$ cat src/rtl/uart_loader.sv
// uart_loader: boot-loader command controller.
// Drains bytes from the UART receiver and parses framed WRITE/RUN commands.
// WRITE payload goes to program memory over a byte-write handshake.
// RUN releases the CPU at the host-supplied boot address.
module uart_loader #(
    parameter int ADDR_WIDTH   = 16,
    parameter int TIMEOUT_CLKS = 1000000
) (
    input  logic                  clk,
    input  logic                  rst_n,
    input  logic [7:0]            rx_dout,
    input  logic                  rx_full,
    output logic                  rx_re,
    output logic [ADDR_WIDTH-1:0] mem_addr,
    output logic [7:0]            mem_wdata,
    output logic                  mem_we,
    input  logic                  mem_ready,
    output logic                  cpu_hold,
    output logic [ADDR_WIDTH-1:0] boot_addr,
    output logic                  run,
    output logic                  busy,
    output logic                  err
);

    localparam logic [7:0] SYNC_BYTE = 8'h55;
    localparam logic [7:0] CMD_WRITE = 8'h01;
    localparam logic [7:0] CMD_RUN   = 8'h02;

    localparam logic [3:0] ST_IDLE   = 4'd0;
    localparam logic [3:0] ST_CMD    = 4'd1;
    localparam logic [3:0] ST_ADDR_H = 4'd2;
    localparam logic [3:0] ST_ADDR_L = 4'd3;
    localparam logic [3:0] ST_LEN_H  = 4'd4;
    localparam logic [3:0] ST_LEN_L  = 4'd5;
    localparam logic [3:0] ST_DATA   = 4'd6;
    localparam logic [3:0] ST_WRITE  = 4'd7;
    localparam logic [3:0] ST_CHK    = 4'd8;

    localparam int TW = $clog2(TIMEOUT_CLKS);
    localparam logic [TW-1:0] T_LAST = TW'(TIMEOUT_CLKS - 1);

    logic [3:0]            state;
    logic [3:0]            state_n;
    logic                  is_write;
    logic [7:0]            addr_h;
    logic [ADDR_WIDTH-1:0] addr_q;
    logic [15:0]           len_q;
    logic [7:0]            sum_q;
    logic [7:0]            sum_next;
    logic [7:0]            wdata_q;
    logic [ADDR_WIDTH-1:0] boot_q;
    logic                  hold_q;
    logic                  run_q;
    logic                  err_q;
    logic [TW-1:0]         tcnt;
    logic                  timer_on;
    logic                  expired;
    logic                  accept;
    logic                  wr_accept;

    // Handshake qualifiers; a byte arriving on the expiry edge is left for IDLE to parse
    always_comb begin
        timer_on  = (state != ST_IDLE) && (state != ST_WRITE);
        expired   = timer_on && (tcnt == T_LAST);
        accept    = rx_full && (state != ST_WRITE) && !expired;
        wr_accept = (state == ST_WRITE) && mem_ready;
        sum_next  = sum_q + rx_dout;
    end

    // Next-state decode for the frame parser
    always_comb begin
        state_n = state;
        if (expired) begin
            state_n = ST_IDLE;
        end else begin
            case (state)
                ST_IDLE:   if (accept && rx_dout == SYNC_BYTE) state_n = ST_CMD;
                ST_CMD:    if (accept) state_n = (rx_dout == CMD_WRITE || rx_dout == CMD_RUN)
                                                 ? ST_ADDR_H : ST_IDLE;
                ST_ADDR_H: if (accept) state_n = ST_ADDR_L;
                ST_ADDR_L: if (accept) state_n = is_write ? ST_LEN_H : ST_CHK;
                ST_LEN_H:  if (accept) state_n = ST_LEN_L;
                ST_LEN_L:  if (accept) state_n = ({len_q[15:8], rx_dout} == 16'd0) ? ST_CHK : ST_DATA;
                ST_DATA:   if (accept) state_n = ST_WRITE;
                ST_WRITE:  if (wr_accept) state_n = (len_q == 16'd1) ? ST_CHK : ST_DATA;
                ST_CHK:    if (accept) state_n = ST_IDLE;
                default:   state_n = ST_IDLE;
            endcase
        end
    end

    // State register
    always_ff @(posedge clk or negedge rst_n) begin
        if (!rst_n) begin
            state <= ST_IDLE;
        end else begin
            state <= state_n;
        end
    end

    // Inter-byte timer: held at zero in IDLE and WRITE, cleared on every accepted byte
    always_ff @(posedge clk or negedge rst_n) begin
        if (!rst_n) begin
            tcnt <= '0;
        end else if (accept || !timer_on) begin
            tcnt <= '0;
        end else begin
            tcnt <= tcnt + 1'b1;
        end
    end

    // Frame datapath: address/length/checksum capture, write stepping, CPU release
    always_ff @(posedge clk or negedge rst_n) begin
        if (!rst_n) begin
            is_write <= 1'b0;
            addr_h   <= '0;
            addr_q   <= '0;
            len_q    <= '0;
            sum_q    <= '0;
            wdata_q  <= '0;
            boot_q   <= '0;
            hold_q   <= 1'b1;
            run_q    <= 1'b0;
            err_q    <= 1'b0;
        end else begin
            run_q <= 1'b0;
            if (expired) begin
                err_q <= 1'b1;
            end
            if (accept) begin
                if (state != ST_IDLE) begin
                    sum_q <= sum_next;
                end
                case (state)
                    ST_IDLE: begin
                        if (rx_dout == SYNC_BYTE) begin
                            err_q <= 1'b0;
                            sum_q <= '0;
                            len_q <= '0;
                        end
                    end
                    ST_CMD: begin
                        if (rx_dout == CMD_WRITE) begin
                            is_write <= 1'b1;
                            hold_q   <= 1'b1;
                        end else if (rx_dout == CMD_RUN) begin
                            is_write <= 1'b0;
                        end else begin
                            err_q <= 1'b1;
                        end
                    end
                    ST_ADDR_H: addr_h <= rx_dout;
                    // Frame address bits above ADDR_WIDTH are dropped here
                    ST_ADDR_L: addr_q <= ADDR_WIDTH'({addr_h, rx_dout});
                    ST_LEN_H:  len_q[15:8] <= rx_dout;
                    ST_LEN_L:  len_q[7:0]  <= rx_dout;
                    ST_DATA:   wdata_q <= rx_dout;
                    ST_CHK: begin
                        if (sum_next == 8'h00) begin
                            if (!is_write) begin
                                boot_q <= addr_q;
                                hold_q <= 1'b0;
                                run_q  <= 1'b1;
                            end
                        end else begin
                            err_q <= 1'b1;
                        end
                    end
                    default: ;
                endcase
            end
            if (wr_accept) begin
                addr_q <= addr_q + 1'b1;
                len_q  <= len_q - 16'd1;
            end
        end
    end

    // Output mapping; mem_we is decoded from state so it drops with the async reset
    always_comb begin
        rx_re     = accept;
        mem_we    = (state == ST_WRITE);
        mem_addr  = addr_q;
        mem_wdata = wdata_q;
        boot_addr = boot_q;
        cpu_hold  = hold_q;
        run       = run_q;
        busy      = (state != ST_IDLE);
        err       = err_q;
    end

endmodule

$ cat config.mk
export PLATFORM = sky130hd
export DESIGN_NAME = uart_loader
export DESIGN_NICKNAME = d
export VERILOG_FILES = /design/src/rtl/uart_loader.sv
export SDC_FILE = /design/constraint.sdc
export NUM_CORES = 1
export LEC_CHECK = 0
export BUFFER_PORTS_ARGS = -buffer_cell sky130_fd_sc_hd__buf_2
export CAP_MARGIN = 20
export CELL_PAD_IN_SITES_DETAIL_PLACEMENT = 1
export CELL_PAD_IN_SITES_GLOBAL_PLACEMENT = 2
export CORE_MARGIN = 5
export CORE_UTILIZATION = 41
export CTS_CLUSTER_SIZE = 14
export DETAILED_ROUTE_END_ITERATION = 10
export GPL_ROUTABILITY_DRIVEN = 0
export GPL_TIMING_DRIVEN = 0
export PLACE_DENSITY = 0.93
export SETUP_SLACK_MARGIN = 0.1
export SLEW_MARGIN = 20
export SYNTH_ARGS = -nofsm -noshare
export SYNTH_HDL_FRONTEND = slang
export SYNTH_SLANG_ARGS = --single-unit
$ cat constraint.sdc
create_clock -name clk -period 5 [get_ports clk]
set_input_delay 1.25 -clock clk [delete_from_list [all_inputs] [get_ports clk]]
set_output_delay 1.25 -clock clk [all_outputs]
set_load 0.02 [all_outputs]
* Word level (Yosys, flattened, before mapping)
Index checks and enable logic that the tools add are counted.
** Storage, ports and cells
- Bits of input ports :: 12
- Bits in registers :: 100
- Output and inout bits :: 46
** Cells by class
- $add $sub $neg :: 4
- Muxes and demuxes :: 44
- Bitwise logic cells :: 1
- Equal/unequal tests :: 27
- Reductions and logical operators :: 29
** Operators with widths (number)
- 2-to-1 mux 16 bit :: 6
- 2-to-1 mux 4 bit :: 13
- case mux 4 bit (9 select lines) :: 1
- case mux 8 bit (2 select lines) :: 2
- inequality test 3 bit, second input constant :: 9
- 2-to-1 mux 8 bit :: 3
- adder 20 x 1 -> 20 bit, second input constant :: 1
- equality test 20 bit, second input constant :: 1
- 2-to-1 mux 20 bit :: 1
- adder 16 x 1 -> 16 bit, second input constant :: 1
- equality test 16 x 1 -> 1 bit, second input constant :: 1
- equality test 4 x 3 -> 1 bit, second input constant :: 4
- logical NOT 16 bit :: 1
- subtractor 16 x 1 -> 16 bit, second input constant :: 1
- 2-to-1 mux 1 bit :: 15
- AND reduction 3 bit :: 3
- AND reduction 9 bit :: 1
- adder 8 bit :: 1
- equality test 4 x 2 -> 1 bit, second input constant :: 2
- equality test 8 x 1 -> 1 bit, second input constant :: 1
- equality test 8 x 2 -> 1 bit, second input constant :: 1
- equality test 8 x 7 -> 1 bit, second input constant :: 1
- logical NOT 8 bit :: 1
- nonzero test 2 bit :: 4
- other kinds (18) :: 30

* Depth between registers and ports, before layout
- Word-level depth :: 9
- Gate-level depth with buffers :: 10

* Worst setup path before layout
Ideal clock, no wire load.
- Path type :: input -> register
- Start :: input port rx_dout[0]
- End :: register boot_q[10], in the netlist boot_addr[10]
- Slack :: 1.198 ns
- Data required time :: 4.875 ns
- Stages :: 10
- Library setup time :: 0.125 ns
- Arrival :: 3.677 ns
- Cell sequence :: ha_1 > fa_1 > a211oi_1 > o21ai_0 > a221oi_1 > nand3_1 > or3_1 > buf_2 > buf_6 > mux2_4
** Between the ends
- Cells in the longest elaborated chain, start to end :: 3
** Ends and longest elaborated chain
- from (decl) :: line 11 : input logic [7:0] rx_dout,
- adder 8 bit :: line 67 : sum_next = sum_q + rx_dout;
- logical NOT 8 bit :: line 159 : if (sum_next == 8'h00) begin
- AND reduction 4 bit (no line)
- to (signal assigned) :: line 161 : boot_q <= addr_q;
- to (decl) :: line 51 : logic [ADDR_WIDTH-1:0] boot_q;
No other way between the ends.
A chain may end at the register's enable or synchronous reset.

* Worst setup path after layout
- Start :: input port rx_dout[0]
- End :: register boot_q[15], in the netlist boot_addr[15]
The elaborated chain is that of the path after synthesis.

==> flow_summary.toml <==
[min_path]
hold_class = "reg2reg"

[power_and_ir_drop]
peakVddDrop_v = 0.0002142
design_power_total_uw = 3423
p_leak_uw = 0.002784
cellPowerDensity_nw_per_um2 = 550.6

[critical_path]
critical_path_arrival_ns = 4.24
critPathRequiredTime_ns = 5.24
worst-path-max-fanout = 10
crit_path_end_kind = "register"
startpoint_type = "input pin"
criticalPathCategory = "in2reg"

[synth]
instance_count_of_the_mapped_netlist = 546
number_of_enable_type_register_cells_in_the_synthesized_netlist = 0
synth.avg_cell_area_um2 = 9.877
synth-seq-area-share_pct = 46.43
post_synth_num_cell_types = 62
synth_top_cell_by_area = "dfrtp_1"
ys_top_cells_by_area = "dfrtp_1, mux2_2, nor2_1"
synthFlopType = "dfrtp_1"
post_synthesis_net_count = 570
yosys_warnings = 0
total_standard_cell_area_after_synthesis_um2 = 5393
async_reset_ff_share_pct = 100.0
postSynthRegisterBits = 100
synth_top_area_share_pct = 45.94

[clock_tree]
clock_path_buffers = 2
htree_num_levels = 3
clock_tree.root_cell = "clkbuf_16"
cts_repair_resize_count = 0
cts_buffers = 9
ctsHoldBuffers = 0
cts_setup_buffers = 0
numClockSinks = 100
clock_tree_from_tritoncts = "yes"
insertion_delay_ns = 0.35
clk_transition_reported_paths_ns = 0.07

[drt]
detail-route-antenna-nets = 0
detail_route.drc_violations = 0
first_pass_iters = 4
routed_length_per_instance_um = 19.18
drc_marker_count_from_the_first_detailed_route_iteration = 248
detail_route.wirelength_mm = 15.23
num_vias = 4601
via_to_cell_ratio = 5.795

[die]
start_util_pct = 41.21
die_h_um = 124.7
die-width_um = 124.7
placement_rows = 42
top_level_ports = 58
core_um2 = 13090
fp.dieArea_um2 = 15550

[place]
buffer_ports.inserted = 56
dp.final_hpwl_mm = 10.99
placedInstanceArea_um2 = 5932
pre_cts_setup_slack_ns = 0.6271
placed_instances = 779

[cells_and_area]
layout-drive-gt1-share_pct = 19.42
areaGrowthSynthToFinish_pct = 15.27
layout.cells.non_filler = 794
postLayoutCellArea_um2 = 6216
nNetsFinal = 638
insertedDiodeCount = 0

[sta]
final_hold_viol_count = 0
setup_tns_ns = 0
final.setup_skew_ns = 0.01216
postLayoutSetupSlackWorst_ns = 1.004
maxSlewHeadroom_pct = 34.23
layout_min_cycle_time_ns = 3.996
setup_violations = 0
pin_slew_with_the_least_headroom_to_its_limit_ns = 0.9790
maxSlewViolCount = 0
unrepaired_setup_endpoints_after_global_routing = "false"
share_of_the_cycle_needed_by_the_critical_path_after_routing_pct = 79.93
max_clock_freq_mhz = 250.2

[grt]
grt_pass1_wl_mm = 25.59
grt_util_all_layers_pct = 20.05
grt_pass1_vias = 4893
maximum_number_of_pins_on_one_net_before_global_route_repair = 64
grt-ovfl-total = 0
grt_antenna_before_repair = 0

[flow_run]
max_cap_violations = 0

[status]
outcome = "completed"
-- cell usage after synthesis, types with 3 or more instances --
cell type and n:
mux2_4 10, nand3_1 22, o22ai_1 8, xor2_1 18, xnor2_1 8, nor3_1 15, a211oi_1 7, nor2b_1 8
nor3b_1 4, nor2_1 62, a221o_1 6, nand2b_1 4, or2_2 3, and2_1 4, mux2_2 26, nand2_1 46
clkbuf_1 18, dfrtp_1 99, a21oi_1 28, o211ai_1 4, a22oi_1 3, and3_1 9, o22a_1 4, and4_1 5
ha_1 11, a22o_1 7, nor4_1 10, nor4b_1 3, o21ai_0 25, inv_1 13, nand4_1 11, or3_1 7
-- per-stage QoR --
stage          utilization [%]  hold slack [ns]
2_1_floorplan                -           0.4555
6_report                 47.50           0.4888
3_5_place_dp             45.33           0.4869
5_1_grt                  47.50           0.5025
3_3_place_gp             45.04           0.4702
4_1_cts                  47.50           0.4962
-- final timing paths --
kind / from / end / slack [ns] / cells past startpoint
worst max-delay path: rx_dout[0] / boot_addr[15]$_DFFE_PN0P_ / 1.00 / 11
worst min-delay path: tcnt[0]$_DFF_PN0_ / tcnt[0]$_DFF_PN0_ / 0.49 / 1
worst max register to register: sum_q[0]$_DFFE_PN0P_ / boot_addr[15]$_DFFE_PN0P_ / 1.62 / 10
worst min register to register: tcnt[0]$_DFF_PN0_ / tcnt[0]$_DFF_PN0_ / 0.49 / 1
max in group asynchronous: rst_n / tcnt[4]$_DFF_PN0_ / 3.56 / 2
min in group asynchronous: rst_n / boot_addr[7]$_DFFE_PN0P_ / 0.79 / 1
-- area by class of cell --
class / instances / area, um2
Clock inverter: 5 / 45.04
Multi-Input combinational cell: 413 / 2761
Tap cell: 176 / 220.2
Clock buffer: 10 / 239.0
Timing Repair Buffer: 57 / 314.1
Inverter: 13 / 48.80
Sequential cell: 100 / 2504
Buffer: 20 / 83.83
Fill cell: 1517 / 6869
-- routing by layer --
metal | wire length, um | vias up | global-route usage (%)
met3 | 581 | 16 | 3.302
met1 | 6908 | 2341 | 26.95
met5 | 0 | - | 0
met4 | 218 | 0 | 6.383
met2 | 7523 | 88 | 33.11
li1 | - | 2156 | -
-- cells in the final DEF, fill, tap and decap left out, types with 3 or more instances in the layout --
master      n
mux2_2     26
a21oi_1    28
nor2b_1     8
clkbuf_16   9
a22oi_1     3
dfrtp_1    99
clkbuf_1   18
nor2_1     62
nand3_1    22
xor2_1     18
xnor2_1     8
mux2_4     10
a211oi_1    7
or2_2       3
nor3b_1     4
a221o_1     6
nor3_1     15
a22o_1      7
ha_1       11
o21ai_0    25
nand4_1    11
nand2_1    46
and3_1      9
nand2b_1    4
o211ai_1    4
or3_1       7
o22a_1      4
nor4_1     10
and2_1      4
and4_1      5
buf_2      56
nor4b_1     3
o22ai_1     8
inv_1      13
-- sequential cells by signal (all words and copies together) (netlist names) --
signal and cells:
mem_addr 16, state 4, tcnt 20, addr_h 8, mem_wdata 8, boot_addr 16
len_q 16, sum_q 8, cpu_hold 1, err 1, is_write 1, run 1
-- report_power, final --
part / internal (uW) / switching (uW)
combinational: 570 / 852
sequential: 1060 / 263
clock: 356 / 326
total: 1980 / 1440
-- critical path: stages --
cell and delay (ns):
buf_2 0.11, ha_1 0.24, fa_1 0.42, a211oi_1 0.34
o21ai_0 0.20, a221oi_1 0.37, nand3_1 0.19, or3_1 0.43
buf_2 0.20, buf_6 0.18, mux2_4 0.30
-- cells by family (layout without fill, tap and decap cells) --
| group | Yosys count | in the layout | synth area share, % |
|---|---|---|---|
| AND/OR/NAND/NOR | 219 | 219 | 20.35 |
| AO/OA/AOI/OAI | 119 | 119 | 15.22 |
| flip-flops | 100 | 100 | 46.43 |
| multiplexers | 37 | 37 | 8.399 |
| buffers and inverters | 33 | 105 | 2.459 |
| XOR/XNOR | 26 | 26 | 4.223 |
| adder cells (fa/ha/maj) | 12 | 12 | 2.923 |
(Power assumes the default switching activity.)
